## src/rtl/rip_bp_update_scheduler_pkg.sv

```systemverilog
// ---------------------------------------------------------------------------
// rip_bp_update_scheduler_pkg
// Shared types for the branch predictor update scheduler.
//   TABLE_DEPTH    : log2 of predictor table entries
//   bp_index_t     : predictor table index
//   bp_weight_t    : 2-bit saturating counter state
//   sched_state_t  : scheduler FSM states (RUN, CLEAR, CLEAR_LAST)
//   BP_STAT_WIDTH  : width of the optional statistics counters
//   sched_entry_t  : one queued table write {index, weight, actual}
// The index/weight types mirror the predictor's own constants so both sides
// agree on field widths.
// ---------------------------------------------------------------------------
package rip_bp_update_scheduler_pkg;

  localparam int TABLE_DEPTH = 4;

  typedef logic [TABLE_DEPTH-1:0] bp_index_t;

  typedef enum logic [1:0] {
    STRONGLY_UNTAKEN = 2'b00,
    WEAKLY_UNTAKEN   = 2'b01,
    WEAKLY_TAKEN     = 2'b10,
    STRONGLY_TAKEN   = 2'b11
  } bp_weight_t;

  typedef enum logic [1:0] {
    RUN,
    CLEAR,
    CLEAR_LAST
  } sched_state_t;

  localparam int BP_STAT_WIDTH = 32;

  typedef struct packed {
    bp_index_t  index;
    bp_weight_t weight;
    logic       actual;
  } sched_entry_t;

endpackage

```

## src/rtl/rip_sync_fifo.sv

```systemverilog
// ---------------------------------------------------------------------------
// rip_sync_fifo
// Small synchronous FIFO with flush. Pushes while full and pops while empty
// are ignored, so the caller never corrupts the pointers.
//   clk, rst   : clock, synchronous active-high reset
//   flush      : empties the FIFO at the next edge
//   push       : write push_data
//   pop        : advance past the head entry (pop_data)
//   full/empty : occupancy flags
//   count      : number of stored entries
// ---------------------------------------------------------------------------
module rip_sync_fifo #(
  parameter int WIDTH = 8,
  parameter int DEPTH = 4
) (
  input  logic                     clk,
  input  logic                     rst,
  input  logic                     flush,
  input  logic                     push,
  input  logic [WIDTH-1:0]         push_data,
  input  logic                     pop,
  output logic [WIDTH-1:0]         pop_data,
  output logic                     full,
  output logic                     empty,
  output logic [$clog2(DEPTH):0]   count
);

  localparam int AW = $clog2(DEPTH);
  localparam logic [AW:0] DEPTH_C = DEPTH[AW:0];

  logic [WIDTH-1:0] mem [DEPTH];
  logic [AW-1:0]    wr_ptr;
  logic [AW-1:0]    rd_ptr;
  logic [AW:0]      cnt;
  logic             do_push;
  logic             do_pop;

  assign full     = (cnt == DEPTH_C);
  assign empty    = (cnt == '0);
  assign count    = cnt;
  assign pop_data = mem[rd_ptr];
  assign do_push  = push & ~full;
  assign do_pop   = pop & ~empty;

  // Storage needs no reset; only the pointers define what is valid.
  always_ff @(posedge clk) begin
    if (do_push && !flush) begin
      mem[wr_ptr] <= push_data;
    end
  end

  // Pointers wrap naturally because DEPTH is a power of two.
  always_ff @(posedge clk) begin
    if (rst || flush) begin
      wr_ptr <= '0;
      rd_ptr <= '0;
      cnt    <= '0;
    end else begin
      if (do_push) wr_ptr <= wr_ptr + 1'b1;
      if (do_pop)  rd_ptr <= rd_ptr + 1'b1;
      case ({do_push, do_pop})
        2'b10:   cnt <= cnt + 1'b1;
        2'b01:   cnt <= cnt - 1'b1;
        default: cnt <= cnt;
      endcase
    end
  end

endmodule

```

## src/rtl/rip_bp_update_scheduler.sv

```systemverilog
// ---------------------------------------------------------------------------
// rip_bp_update_scheduler
// Owns the predictor table's single update port. Queues resolved-branch
// updates and drains one per unstalled cycle, and runs a clear sweep that
// writes CLEAR_WEIGHT to every table entry after reset or on request.
//   clk, rst            : clock, synchronous active-high reset
//   in_valid/in_ready   : update handshake from execute
//   in_index/in_weight/in_actual : update payload
//   clear_req           : one-cycle request to sweep the table
//   clear_busy          : sweep in progress
//   clear_done          : one-cycle pulse at end of sweep
//   stall               : suppresses table writes
//   bp_update, bp_update_index, bp_update_weight, bp_actual : predictor port
//   fifo_count          : queued entries
// Optional macro RIP_BP_SCHED_STATS_EN adds saturating counters
//   stat_commit_cnt and stat_backpressure_cnt.
// ---------------------------------------------------------------------------
module rip_bp_update_scheduler
  import rip_bp_update_scheduler_pkg::*;
#(
  parameter int         FIFO_DEPTH     = 4,
  parameter bp_weight_t CLEAR_WEIGHT   = STRONGLY_UNTAKEN,
  parameter bit         CLEAR_ON_RESET = 1'b1
) (
  input  logic                          clk,
  input  logic                          rst,
  input  logic                          in_valid,
  output logic                          in_ready,
  input  bp_index_t                     in_index,
  input  bp_weight_t                    in_weight,
  input  logic                          in_actual,
  input  logic                          clear_req,
  output logic                          clear_busy,
  output logic                          clear_done,
  input  logic                          stall,
  output logic                          bp_update,
  output bp_index_t                     bp_update_index,
  output bp_weight_t                    bp_update_weight,
  output logic                          bp_actual,
`ifdef RIP_BP_SCHED_STATS_EN
  output logic [BP_STAT_WIDTH-1:0]      stat_commit_cnt,
  output logic [BP_STAT_WIDTH-1:0]      stat_backpressure_cnt,
`endif
  output logic [$clog2(FIFO_DEPTH):0]   fifo_count
);

  localparam bp_index_t LAST_IDX = '1;

  sched_state_t state;
  sched_entry_t out_q;
  sched_entry_t fifo_head;
  sched_entry_t in_entry;
  logic         out_valid_q;
  bp_index_t    clr_idx;
  logic         clear_done_q;
  logic         fifo_full;
  logic         fifo_empty;
  logic         push;
  logic         pop;
  logic         flush;

  assign in_entry = {in_index, in_weight, in_actual};

  // Inputs are only taken in RUN, and never alongside a clear request so the
  // flush cannot race a fresh push.
  assign in_ready = (state == RUN) & ~fifo_full & ~clear_req;
  assign push     = in_valid & in_ready;
  assign pop      = (state == RUN) & ~clear_req & ~stall & ~fifo_empty;
  assign flush    = (state == RUN) & clear_req;

  rip_sync_fifo #(
    .WIDTH ($bits(sched_entry_t)),
    .DEPTH (FIFO_DEPTH)
  ) u_fifo (
    .clk       (clk),
    .rst       (rst),
    .flush     (flush),
    .push      (push),
    .push_data (in_entry),
    .pop       (pop),
    .pop_data  (fifo_head),
    .full      (fifo_full),
    .empty     (fifo_empty),
    .count     (fifo_count)
  );

  assign bp_update        = out_valid_q & ~stall;
  assign bp_update_index  = out_q.index;
  assign bp_update_weight = out_q.weight;
  assign bp_actual        = out_q.actual;
  assign clear_busy       = (state != RUN);
  assign clear_done       = clear_done_q;

  // FSM plus output register. The register only reloads when unstalled, so a
  // stalled write is presented unchanged until the predictor takes it.
  always_ff @(posedge clk) begin
    if (rst) begin
      state        <= CLEAR_ON_RESET ? CLEAR : RUN;
      out_valid_q  <= 1'b0;
      out_q        <= '0;
      clr_idx      <= '0;
      clear_done_q <= 1'b0;
    end else begin
      clear_done_q <= 1'b0;
      unique case (state)
        RUN: begin
          if (clear_req) begin
            state       <= CLEAR;
            out_valid_q <= 1'b0;
            clr_idx     <= '0;
          end else if (!stall) begin
            out_valid_q <= ~fifo_empty;
            if (!fifo_empty) out_q <= fifo_head;
          end
        end
        CLEAR: begin
          if (!stall) begin
            out_valid_q <= 1'b1;
            out_q       <= '{index: clr_idx, weight: CLEAR_WEIGHT, actual: 1'b0};
            // Hold idx at the last entry instead of wrapping.
            if (clr_idx == LAST_IDX) state <= CLEAR_LAST;
            else                     clr_idx <= clr_idx + 1'b1;
          end
        end
        CLEAR_LAST: begin
          if (!stall) begin
            out_valid_q  <= 1'b0;
            clear_done_q <= 1'b1;
            state        <= RUN;
          end
        end
        default: begin
          state       <= RUN;
          out_valid_q <= 1'b0;
        end
      endcase
    end
  end

`ifdef RIP_BP_SCHED_STATS_EN
  logic [BP_STAT_WIDTH-1:0] commit_q;
  logic [BP_STAT_WIDTH-1:0] backpressure_q;

  assign stat_commit_cnt       = commit_q;
  assign stat_backpressure_cnt = backpressure_q;

  // Only RUN-state traffic is counted; sweep writes are excluded.
  always_ff @(posedge clk) begin
    if (rst) begin
      commit_q       <= '0;
      backpressure_q <= '0;
    end else if (state == RUN) begin
      if (bp_update && (commit_q != '1))
        commit_q <= commit_q + 1'b1;
      if (in_valid && !in_ready && (backpressure_q != '1))
        backpressure_q <= backpressure_q + 1'b1;
    end
  end
`endif

endmodule
```

## config.mk

```make
export PLATFORM = sky130hd
export DESIGN_NAME = rip_bp_update_scheduler
export DESIGN_NICKNAME = d
export VERILOG_FILES = /design/src/rtl/rip_bp_update_scheduler_pkg.sv /design/src/rtl/rip_sync_fifo.sv /design/src/rtl/rip_bp_update_scheduler.sv
export SDC_FILE = /design/constraint.sdc
export NUM_CORES = 1
export LEC_CHECK = 0
export BUFFER_PORTS_ARGS = -buffer_cell sky130_fd_sc_hd__buf_2
export CAP_MARGIN = 0
export CORE_ASPECT_RATIO = 0.7
export CORE_MARGIN = 4
export CORE_UTILIZATION = 45
export DETAILED_ROUTE_END_ITERATION = 8
export GPL_TIMING_DRIVEN = 0
export PLACE_DENSITY = 0.71
export RECOVER_POWER = 25
export SLEW_MARGIN = 25
export SYNTH_ARGS = -nofsm -noshare
export SYNTH_HDL_FRONTEND = slang
export SYNTH_SLANG_ARGS = --single-unit
export TNS_END_PERCENT = 30
```

## constraint.sdc

```tcl
create_clock -name clk -period 3.35 [get_ports clk]
set_input_delay 0.1675 -clock clk [delete_from_list [all_inputs] [get_ports clk]]
set_output_delay 0.1675 -clock clk [all_outputs]
set_load 0.05 [all_outputs]
```

==> results.toml <==
[global_route]
overflow = 0
grt_max_degree = 16
grt.total_usage_pct = 14.8
grt_pass1_vias = 1460
antenna_found_initial = 0
grt_pass1_wl_microns = 7140

[synth]
synth.cells.most_frequent = "28 x edfxtp_1, 24 x dfxtp_1, 13 x inv_1, 10 x nand3_1, 9 x a21oi_1"
yosys_warnings = 0
ys_ff_latch = 52
synth_top_area_cell = "edfxtp_1"
syn_nets = 208
synth_flop_cell = "edfxtp_1"
ys_types = 45
synthTopCellsByArea = "edfxtp_1 36%, dfxtp_1 21%, ha_1 3.3%, mux4_2 2.9%, mux2i_1 2.6%"
yosysMostFrequentCell = "edfxtp_1"
syn_avg_cell_area_sq_um = 12.2
synthCells = 189
synth_top_area_share_pct = 36.4
ys_seq_area_share_pct = 57.2
netlist_area_sq_um = 2310
synth_edf_count = 28
async_flop_share_pct = 0

[power]
p_per_area_nw_per_um2 = 441
seq_power_share_pct = 59.0
peakVddDrop_mv = 0.226
internal-power_mw = 0.916
switchingPower_mw = 0.238
pwr-share-comb_pct = 4.8
power.static_leakage_nw = 0.898
p_sw_share_pct = 20.6
total_power_mw = 1.15
clkPwrFrac_pct = 36.2

[drt]
via_per_inst = 5.46
wl_per_cell_microns = 15.3
route.detailed.drc = 0
dr_total_vias = 1584
drtIter0Drc = 86
routed_wl_microns = 4440
dr.pass1.iters = 4
ant_nets = 0

[worst_setup_path]
critPathMaxStageDelay_ps = 570
r2r_end = "u_fifo.count[2]"
arrival_ps = 2820
crit_path_start = "state[1]"
crit_type = "register to register"
crit_chain = "or4_4 > or2_2 > inv_1 > ha_1 > inv_1 > fa_1 > xor2_1 > or3_1 > a21oi_1"
critPathBufInv = 2
cp-end-kind = "register"
cp_data_required_time_ps = 3590
cp_top_family = "simple AND/OR/NAND/NOR gates"
rrSetupSlack_ps = 770
timing.rr.start = "state[1]"
crit_fanout = 10
cp_slowest_cell = "or4_4"
worst-r2r-cell-count = 9
critical_path_depth = 9
crit_top_cell = "inv_1"
crit_path_end = "u_fifo.count[2]"
cp-start-kind = "register"

[sta]
finalHoldViolations = 0
slew_violations = 0
fmax_mhz = 388
finalSetupViolations = 0
holdWs_ps = 58.1
skew_ps = 7.03
period_share_pct = 76.9
worst_pin_slew_ps = 519
final.min_clock_period_ps = 2580
totalNegativeSetupSlack_ps = 0
rsz0062_at_grt = "no"
relSlewSlack_pct = 65.3

[clock_network]
cts_tree = "done"
post_cts_buffers = 0
cts_made_buffers = 5
htree_levels = 2
cts_hold_buffers = 0
clock_latency_ps = 300
cts_resized = 0
cts_sinks = 52
cts-root-buf = "clkbuf_8"
cts.path.max_buffers = 2
clk_pin_slew_worst_paths_ps = 90

[final_layout]
utilization_pct = 53.8
antennaDiodeCount = 0
nets = 239
final_layout_size_suffix_gt1_share_pct = 19.9
nFillCells = 422
area_growth_pct = 13.3

[floorplanning]
num_io_pins = 26
die_y_microns = 67.9
die-area_sq_um = 6360
start_util_pct = 47.5
rows = 21
coreArea_sq_um = 4860
dieWidth_microns = 93.6

[status]
status = "completed"

[job]
cap_viol_max_count = 0

[placement]
hpwlAfterDp_microns = 3210
place_congestion = 0.770
portBuffers = 24

[worst_hold_path]
hold_class = "input pin to register"
[per-stage QoR]
stage	instance area, sq um	cells	setup slack (ps)
floorplan	2310	189	870
global placement	2520	282	819
detailed placement	2520	282	786
CTS	2620	290	759
global route	2620	290	616
finish	2620	290	773
[flip-flops by register name (all words and copies together) (netlist names), named ones only]
register and count:
bp_actual 1, bp_update_index 4, bp_update_weight 2, clear_done 1, clr_idx 4, out_valid_q 1
state 2, u_fifo.count 3, u_fifo.mem 28, u_fifo.rd_ptr 2, u_fifo.wr_ptr 2
[worst min path at each step]
stage	from	endpoint	slack [ps]	depth (start not counted)
final	stall	clear_done	60	2
after global routing	stall	clear_done	60	2
after CTS	stall	clear_done	60	2
after detailed placement	stall	clear_done	380	2
after global placement	in_index[2]	u_fifo.mem[0][5]	380	1
after floorplan	in_actual	u_fifo.mem[0][0]	270	0
[per-layer routing]
layer  up-vias  GRT usage [%]  wire, microns
met5         -              0              0
li1        779              -              -
met2        36           21.5           1930
met4         0           4.32             30
met1       764           21.6           2270
met3         5           4.07            209
[power groups by stage]
stage | sequential, mW | clock (mW) | combinational [mW]
final | 0.680 | 0.418 | 0.0556
after global routing | 0.681 | 0.456 | 0.0608
after CTS | 0.680 | 0.425 | 0.0568
after detailed placement | 0.695 | 0 | 0.0559
after global placement | 0.695 | 0 | 0.0549
after floorplan | 0.704 | 0 | 0.0269
[logic make-up (layout without fill, tap and decap cells)]
family                   after synthesis  count (layout)  synth area share, %
AND/OR/NAND/NOR                       54              54                 14.3
flip-flops                            52              52                 57.2
AO/OA/AOI/OAI                         38              38                 12.0
buffers and inverters                 23              55                 4.12
multiplexers                          13              13                 7.48
adder cells (fa/ha/maj)                7               7                 4.12
XOR/XNOR                               2               2                0.759
[area by class of cell]
| class | instances | area, sq um | area share (%) |
|---|---|---|---|
| Inverter | 13 | 48.8 | 1.87 |
| Sequential cell | 52 | 1320 | 50.5 |
| Clock buffer | 6 | 72.6 | 2.77 |
| Buffer | 10 | 46.3 | 1.77 |
| Tap cell | 69 | 86.3 | 3.30 |
| Timing Repair Buffer | 24 | 113 | 4.30 |
| Multi-Input combinational cell | 114 | 893 | 34.1 |
| Clock inverter | 2 | 35.0 | 1.34 |
[worst reg2reg max path: cells and delay by family (launching register included)]
family,cells,cell delay [ps]
flops,1,400
fa+ha+maj,2,540
xor+xnor,1,160
compound gates,1,130
buf+inv,2,120
simple gates,3,1160
[layout by cell type, fill, tap and decap left out, types with 5 or more instances in the layout]
cell type  instances
a31oi_1            6
buf_2             19
mux2i_1            6
clkbuf_1          15
inv_1             13
and2_1             5
clkbuf_8           5
ha_1               6
edfxtp_1          28
nor2_1             5
a21oi_1            9
nand3_1           10
dfxtp_1           24
or3_1              6
(Power assumes the default switching activity.)
